## src/rtl/pr_shell_pkg.sv

```systemverilog
// Shared definitions for the partial-reconfiguration shell: isolation FSM state encoding
// and the per-state registered output table.
package pr_shell_pkg;

    typedef enum logic [1:0] {
        StActive    = 2'd0,
        StDrain     = 2'd1,
        StDecoupled = 2'd2,
        StRelease   = 2'd3
    } pr_state_e;

    typedef struct packed {
        logic block_new;
        logic decouple;
        logic user_rst;
        logic decouple_ack;
    } pr_out_t;

    function automatic pr_out_t state_outputs(input pr_state_e st);
        pr_out_t o;
        unique case (st)
            StActive:    o = '{block_new: 1'b0, decouple: 1'b0, user_rst: 1'b0, decouple_ack: 1'b0};
            StDrain:     o = '{block_new: 1'b1, decouple: 1'b0, user_rst: 1'b0, decouple_ack: 1'b0};
            StDecoupled: o = '{block_new: 1'b1, decouple: 1'b1, user_rst: 1'b1, decouple_ack: 1'b1};
            StRelease:   o = '{block_new: 1'b1, decouple: 1'b0, user_rst: 1'b1, decouple_ack: 1'b0};
            default:     o = '{block_new: 1'b1, decouple: 1'b0, user_rst: 1'b1, decouple_ack: 1'b0};
        endcase
        return o;
    endfunction

endpackage

```

## src/rtl/pr_txn_counter.sv

```systemverilog
// Up/down saturating outstanding-transaction counter; err pulses on overflow or underflow
// attempts (the count holds in both cases).
module pr_txn_counter #(
    parameter int unsigned CNT_W = 8
) (
    input  logic             clk,
    input  logic             rst,
    input  logic             en,
    input  logic             clr,
    input  logic             inc,
    input  logic             dec,
    output logic [CNT_W-1:0] count,
    output logic             err
);

    localparam logic [CNT_W-1:0] CntMax = '1;

    logic [CNT_W-1:0] count_q, count_d;

    always_comb begin
        count_d = count_q;
        err     = 1'b0;
        if (clr) begin
            count_d = '0;
        end else if (en) begin
            if (inc && !dec) begin
                if (count_q == CntMax) err = 1'b1;
                else                   count_d = count_q + 1'b1;
            end else if (dec && !inc) begin
                if (count_q == '0) err = 1'b1;
                else               count_d = count_q - 1'b1;
            end
        end
    end

    always_ff @(posedge clk) begin
        if (rst) count_q <= '0;
        else     count_q <= count_d;
    end

    assign count = count_q;

endmodule

```

## src/rtl/pr_isolation_ctrl.sv

```systemverilog
// Isolation controller for a reconfigurable user partition: drains outstanding AXI
// transactions, isolates the boundary, then holds the partition in reset on release.
module pr_isolation_ctrl
    import pr_shell_pkg::*;
#(
    parameter int unsigned CNT_W         = 8,
    parameter int unsigned DRAIN_TIMEOUT = 4096,
    parameter int unsigned RST_HOLD      = 16
) (
    input  logic clk,
    input  logic rst,
    input  logic decouple_req,
    input  logic aw_fire,
    input  logic ar_fire,
    input  logic b_fire,
    input  logic r_fire,
    input  logic err_clr,
    output logic block_new,
    output logic decouple,
    output logic user_rst,
    output logic decouple_ack,
    output logic drain_timeout,
    output logic protocol_err
);

    // One timer serves both the drain timeout and the reset hold; size it for the larger.
    localparam int unsigned TmrMax = (DRAIN_TIMEOUT > RST_HOLD) ? DRAIN_TIMEOUT : RST_HOLD;
    localparam int unsigned TmrW   = $clog2(TmrMax + 1);
    localparam logic [TmrW-1:0] DrainLast = TmrW'(DRAIN_TIMEOUT - 1);
    localparam logic [TmrW-1:0] HoldLast  = TmrW'(RST_HOLD - 1);

    pr_state_e        state_q, state_d;
    logic [TmrW-1:0]  tmr_q, tmr_d;
    pr_out_t          out_q;
    logic             drain_timeout_q, drain_timeout_d;
    logic             protocol_err_q, protocol_err_d;
    logic             timeout_set;

    logic [CNT_W-1:0] wr_cnt, rd_cnt;
    logic             wr_err, rd_err;
    logic             cnt_en, cnt_clr;

    // Fires only count while the user side is live; isolation wipes anything left over.
    assign cnt_en  = (state_q == StActive) || (state_q == StDrain);
    assign cnt_clr = (state_q == StDecoupled);

    pr_txn_counter #(.CNT_W(CNT_W)) u_wr_cnt (
        .clk   (clk),
        .rst   (rst),
        .en    (cnt_en),
        .clr   (cnt_clr),
        .inc   (aw_fire),
        .dec   (b_fire),
        .count (wr_cnt),
        .err   (wr_err)
    );

    pr_txn_counter #(.CNT_W(CNT_W)) u_rd_cnt (
        .clk   (clk),
        .rst   (rst),
        .en    (cnt_en),
        .clr   (cnt_clr),
        .inc   (ar_fire),
        .dec   (r_fire),
        .count (rd_cnt),
        .err   (rd_err)
    );

    always_comb begin
        state_d     = state_q;
        tmr_d       = tmr_q + 1'b1;
        timeout_set = 1'b0;
        unique case (state_q)
            StActive: begin
                tmr_d = '0;
                if (decouple_req) state_d = StDrain;
            end
            StDrain: begin
                // Abort beats both clean completion and timeout.
                if (!decouple_req) begin
                    state_d = StActive;
                    tmr_d   = '0;
                end else if (wr_cnt == '0 && rd_cnt == '0) begin
                    state_d = StDecoupled;
                    tmr_d   = '0;
                end else if (tmr_q == DrainLast) begin
                    state_d     = StDecoupled;
                    tmr_d       = '0;
                    timeout_set = 1'b1;
                end
            end
            StDecoupled: begin
                tmr_d = '0;
                if (!decouple_req) state_d = StRelease;
            end
            StRelease: begin
                if (tmr_q == HoldLast) begin
                    state_d = StActive;
                    tmr_d   = '0;
                end
            end
            default: begin
                state_d = StRelease;
                tmr_d   = '0;
            end
        endcase
    end

    assign drain_timeout_d = timeout_set || (drain_timeout_q && !err_clr);
    assign protocol_err_d  = wr_err || rd_err || (protocol_err_q && !err_clr);

    always_ff @(posedge clk) begin
        if (rst) begin
            state_q         <= StRelease;
            tmr_q           <= '0;
            out_q           <= state_outputs(StRelease);
            drain_timeout_q <= 1'b0;
            protocol_err_q  <= 1'b0;
        end else begin
            state_q         <= state_d;
            tmr_q           <= tmr_d;
            out_q           <= state_outputs(state_d);
            drain_timeout_q <= drain_timeout_d;
            protocol_err_q  <= protocol_err_d;
        end
    end

    assign block_new     = out_q.block_new;
    assign decouple      = out_q.decouple;
    assign user_rst      = out_q.user_rst;
    assign decouple_ack  = out_q.decouple_ack;
    assign drain_timeout = drain_timeout_q;
    assign protocol_err  = protocol_err_q;

endmodule
```

## config.mk

```make
export PLATFORM = sky130hd
export DESIGN_NAME = pr_isolation_ctrl
export DESIGN_NICKNAME = d
export VERILOG_FILES = /design/src/rtl/pr_shell_pkg.sv /design/src/rtl/pr_txn_counter.sv /design/src/rtl/pr_isolation_ctrl.sv
export SDC_FILE = /design/constraint.sdc
export NUM_CORES = 1
export LEC_CHECK = 0
export CAP_MARGIN = 15
export CELL_PAD_IN_SITES_DETAIL_PLACEMENT = 0
export CELL_PAD_IN_SITES_GLOBAL_PLACEMENT = 1
export CORE_ASPECT_RATIO = 1.25
export CORE_MARGIN = 3
export CORE_UTILIZATION = 41
export CTS_CLUSTER_DIAMETER = 100
export DETAILED_ROUTE_END_ITERATION = 8
export PLACE_DENSITY_LB_ADDON = 0.1
export SYNTH_ARGS = -nofsm -noshare
export SYNTH_HDL_FRONTEND = slang
export SYNTH_SLANG_ARGS = --single-unit
```

## constraint.sdc

```tcl
create_clock -name clk -period 1.85 [get_ports clk]
set_input_delay 0.37 -clock clk [delete_from_list [all_inputs] [get_ports clk]]
set_output_delay 0.37 -clock clk [all_outputs]
set_load 0.05 [all_outputs]
```

==> impl_summary.md <==
Status
The run finished with clean final reports.

Worst setup path
The launch instance of the worst register-to-register path is u_rd_cnt.count[1]. The number of cells on the worst reg-to-reg path is 6. The register-to-register setup slack is 0.11 ns. The cell family contributing the most delay on the critical path is buffers and inverters. In this run the critical register-to-register path is captured at u_rd_cnt.count[7]. Together, buffers and inverters on the worst path number 1. STA classifies the critical path endpoint as an output pin.

The worst setup path is of the flop to output pin kind. The worst setup path is launched from a flop. Along the worst path, the maximum fanout reaches 2.

The largest individual stage delay along the critical path comes from the cell clkdlybuf4s50_1. At the worst endpoint, the arrival time is 1.42 ns. In this design, the stage delay of the slowest critical-path cell is 0.80 ns. At the worst endpoint, the required time is 1.48 ns. The critical path goes through clkdlybuf4s50_1.

Synth
The top-area cell type share of the netlist area is 0.337. By count the netlist is led by 36 x dfxtp_1, 22 x nor2_1, 18 x nand2_1. The register bit total from synthesis is 36. The count of flip-flops with a built-in enable after synthesis is 0. Sorting the synthesized cells by area gives the leading types as dfxtp_1 34%, ha_1 7.6%, xor2_1 4.5%, xnor2_1 4.1%, nor2_1 3.9%.

Counting every instance in the synthesized netlist gives 238. The total standard cell area after synthesis is 2140 um2. Among all flip-flop cells after synthesis, the most frequent one is dfxtp_1. The proportion of register bits with asynchronous set or reset after synthesis is 0. For this run, the register share of the synthesized area comes to 0.337. The unique cell type count in the Yosys netlist is 49. The cell taking the most area after synthesis is dfxtp_1. The most common cell in the synthesized netlist is dfxtp_1.

Synthesis produced a netlist with a net count of 261. The number of warnings issued by yosys is 0. Each instance of the synthesized netlist takes up on average 8.99 um2.

Timing
The maximum clock frequency is 558 MHz. The post-route clock skew is 0.00386 ns. The worst slew margin relative to its limit is 0.668.

Setup repair after global routing left no endpoint under its margin. Setup violations remaining at the end of the flow were counted as 0. After routing, the total negative slack on setup checks comes to 0 ns. The final count of hold timing violations is 0. Of the available clock period, the critical path in the final layout requires 0.968. The final count of pins violating max slew is 0. The minimum clock period after layout is 1.79 ns. The transition time at the pin with the least slew margin is 0.497 ns.

Route
The number of remaining DRC errors is 0. The first detailed-routing pass took 4 iterations. Using the TritonRoute via totals, the vias-per-cell ratio works out to 5.30. The count of nets left with antenna violations once routing finished came out at 0.

The initial detailed-routing violation count is 53. The via count is 1913. For this block, the routed nets add up to 4.92 mm of wire. After detailed routing, the average wire length per cell comes to 13.6 um.

Global routing
Entering global routing, the biggest net connects 13 pins. The all-layer global routing usage is 0.174. The via count of the first global-routing pass is 1940. The overflow left after global routing is 0. The initial antenna violation count is 0. The first global-routing pass estimated 8.58 mm of wire.

Power
Total power for the finished layout comes to 1.53 mW. The areal power density over the cells is 525 nW/um2. The maximum VDD drop is 0.000361 V. The cell leakage power is 1.21 nW.

Floorplanning
The die height is 86.8 um. The initial utilization of the core area, before any placement, comes to 0.439. The core region is 4870 um2. The top-level I/O count is 14.

The row count is 28. The die is 70.6 um wide. The die covers 6130 um2.

Clock tree
After clock tree synthesis, the clock-pin slew on the worst setup and hold paths is 0.07 ns. Counting every sink on the clock net gives 36. Clock latency on the worst-skew pair, taken at its later pin, is 0.29 ns. The library cell used as clock root buffer is clkbuf_8.

Clock tree synthesis inserted a total of 5 buffers. The H-tree was split into 2 levels. No sink is reached through more buffers than the 2 on the longest clock path.

The CTS tree is done.

Worst hold path
The class of the most critical hold timing path is flop to flop. The worst hold path cell count is 1. The path with the worst hold slack has its endpoint at tmr_q[0].

In this run the most critical hold path is launched from tmr_q[0].

Placed design
After detailed placement, the design holds a cell count of 351. Once detailed placement completed, the half-perimeter wirelength came to 3.87 mm. The final RePlAce weighted congestion is 0.830. Once placement finished, the instance area stood at 2750 um2. Buffers placed on the I/O ports in this run total 13.

Finish
The share of cells above drive strength 1 is 0.326. The post-route cell area is 2910 um2. From synthesis to final layout, the design area changed by 35.8%. Once layout is complete, the cells apart from fillers number 361. The number of nets in the finished design is 323.

The final cell utilization of the core is 0.597. 0 antenna diodes ended up in the layout.

Job
Max-cap violations in this run came to 0.
-- registers in the layout (all words and copies together), names as in the netlist --
name / cells
u_rd_cnt.count: 8
decouple: 1
user_rst: 1
drain_timeout: 1
tmr_q: 13
block_new: 1
u_wr_cnt.count: 8
state_q: 2
protocol_err: 1
-- metal layers --
metal,GRT usage,vias up,share of wire
met5,0,-,0
met3,0.0244,6,0.027
met2,0.308,25,0.50
li1,-,1009,-
met4,0.0615,0,0.016
met1,0.216,873,0.46
-- how the worst max path moves through the flow --
stage	start	end	slack, ns	depth (start not counted)
4_1_cts	b_fire	u_wr_cnt.count[4]	0.007	8
5_1_grt	decouple	decouple	0.02	1
6_report	decouple	decouple	0.06	1
2_1_floorplan	r_fire	u_rd_cnt.count[5]	0.02	6
3_3_place_gp	aw_fire	u_wr_cnt.count[5]	-0.58	7
3_5_place_dp	aw_fire	u_wr_cnt.count[5]	-0.59	7
-- cells in the final DEF, fill, tap and decap left out, types with 7 or more instances in the layout --
master	netlist	routed
dfxtp_1	36	35
nand2_1	18	18
xnor2_1	10	10
nand4_1	7	7
a21oi_1	16	13
o22ai_1	7	7
clkdlybuf4s50_1	0	9
xor2_1	11	11
ha_4	0	8
nand3_1	11	11
nor2_1	22	22
buf_4	1	45
-- stage by stage --
| step | setup slack (ns) | hold WS (ns) |
|---|---|---|
| after CTS | 0.00728 | 0.490 |
| after detailed placement | -0.589 | 0.473 |
| after global routing | 0.0165 | 0.501 |
| final | 0.0590 | 0.476 |
| after global placement | -0.576 | 0.448 |
| after floorplan | 0.0248 | 0.430 |
-- cell families after synthesis --
family                     Yosys count  share of synthesized area
and+or+nand+nor                     90                      0.238
DFF                                 36                      0.337
buffers and inverters               10                     0.0234
AOI/OAI and AO/OA                   66                      0.221
xor gates and xnor gates            21                     0.0860
adders and majority gates           15                     0.0947
-- report_power, final --
part           internal (mW)  leakage [nW]  total, mW  switching (mW)
Combinational         0.0840         0.873      0.157          0.0732
Sequential             0.780         0.291      0.786         0.00529
Clock                  0.297        0.0510      0.584           0.287
Total                   1.16          1.21       1.53           0.366
-- final cells by class --
type,instances,area (um2)
fillers,449,1960
repair buffers,59,459
flip-flops and latches,36,722
clock buffers,6,82.6
clock inverters,2,10.0
well taps,60,75.1
multi-input cells,192,1540
inverters,6,22.5
-- repair_timing --
item,in CTS,in global routing
gates resized for setup,13,10
buffers inserted,1,1
pin swaps,10,13
hold buffers,0,0
endpoints found under the setup margin,8,6
Power figures use the tool's default switching activity.
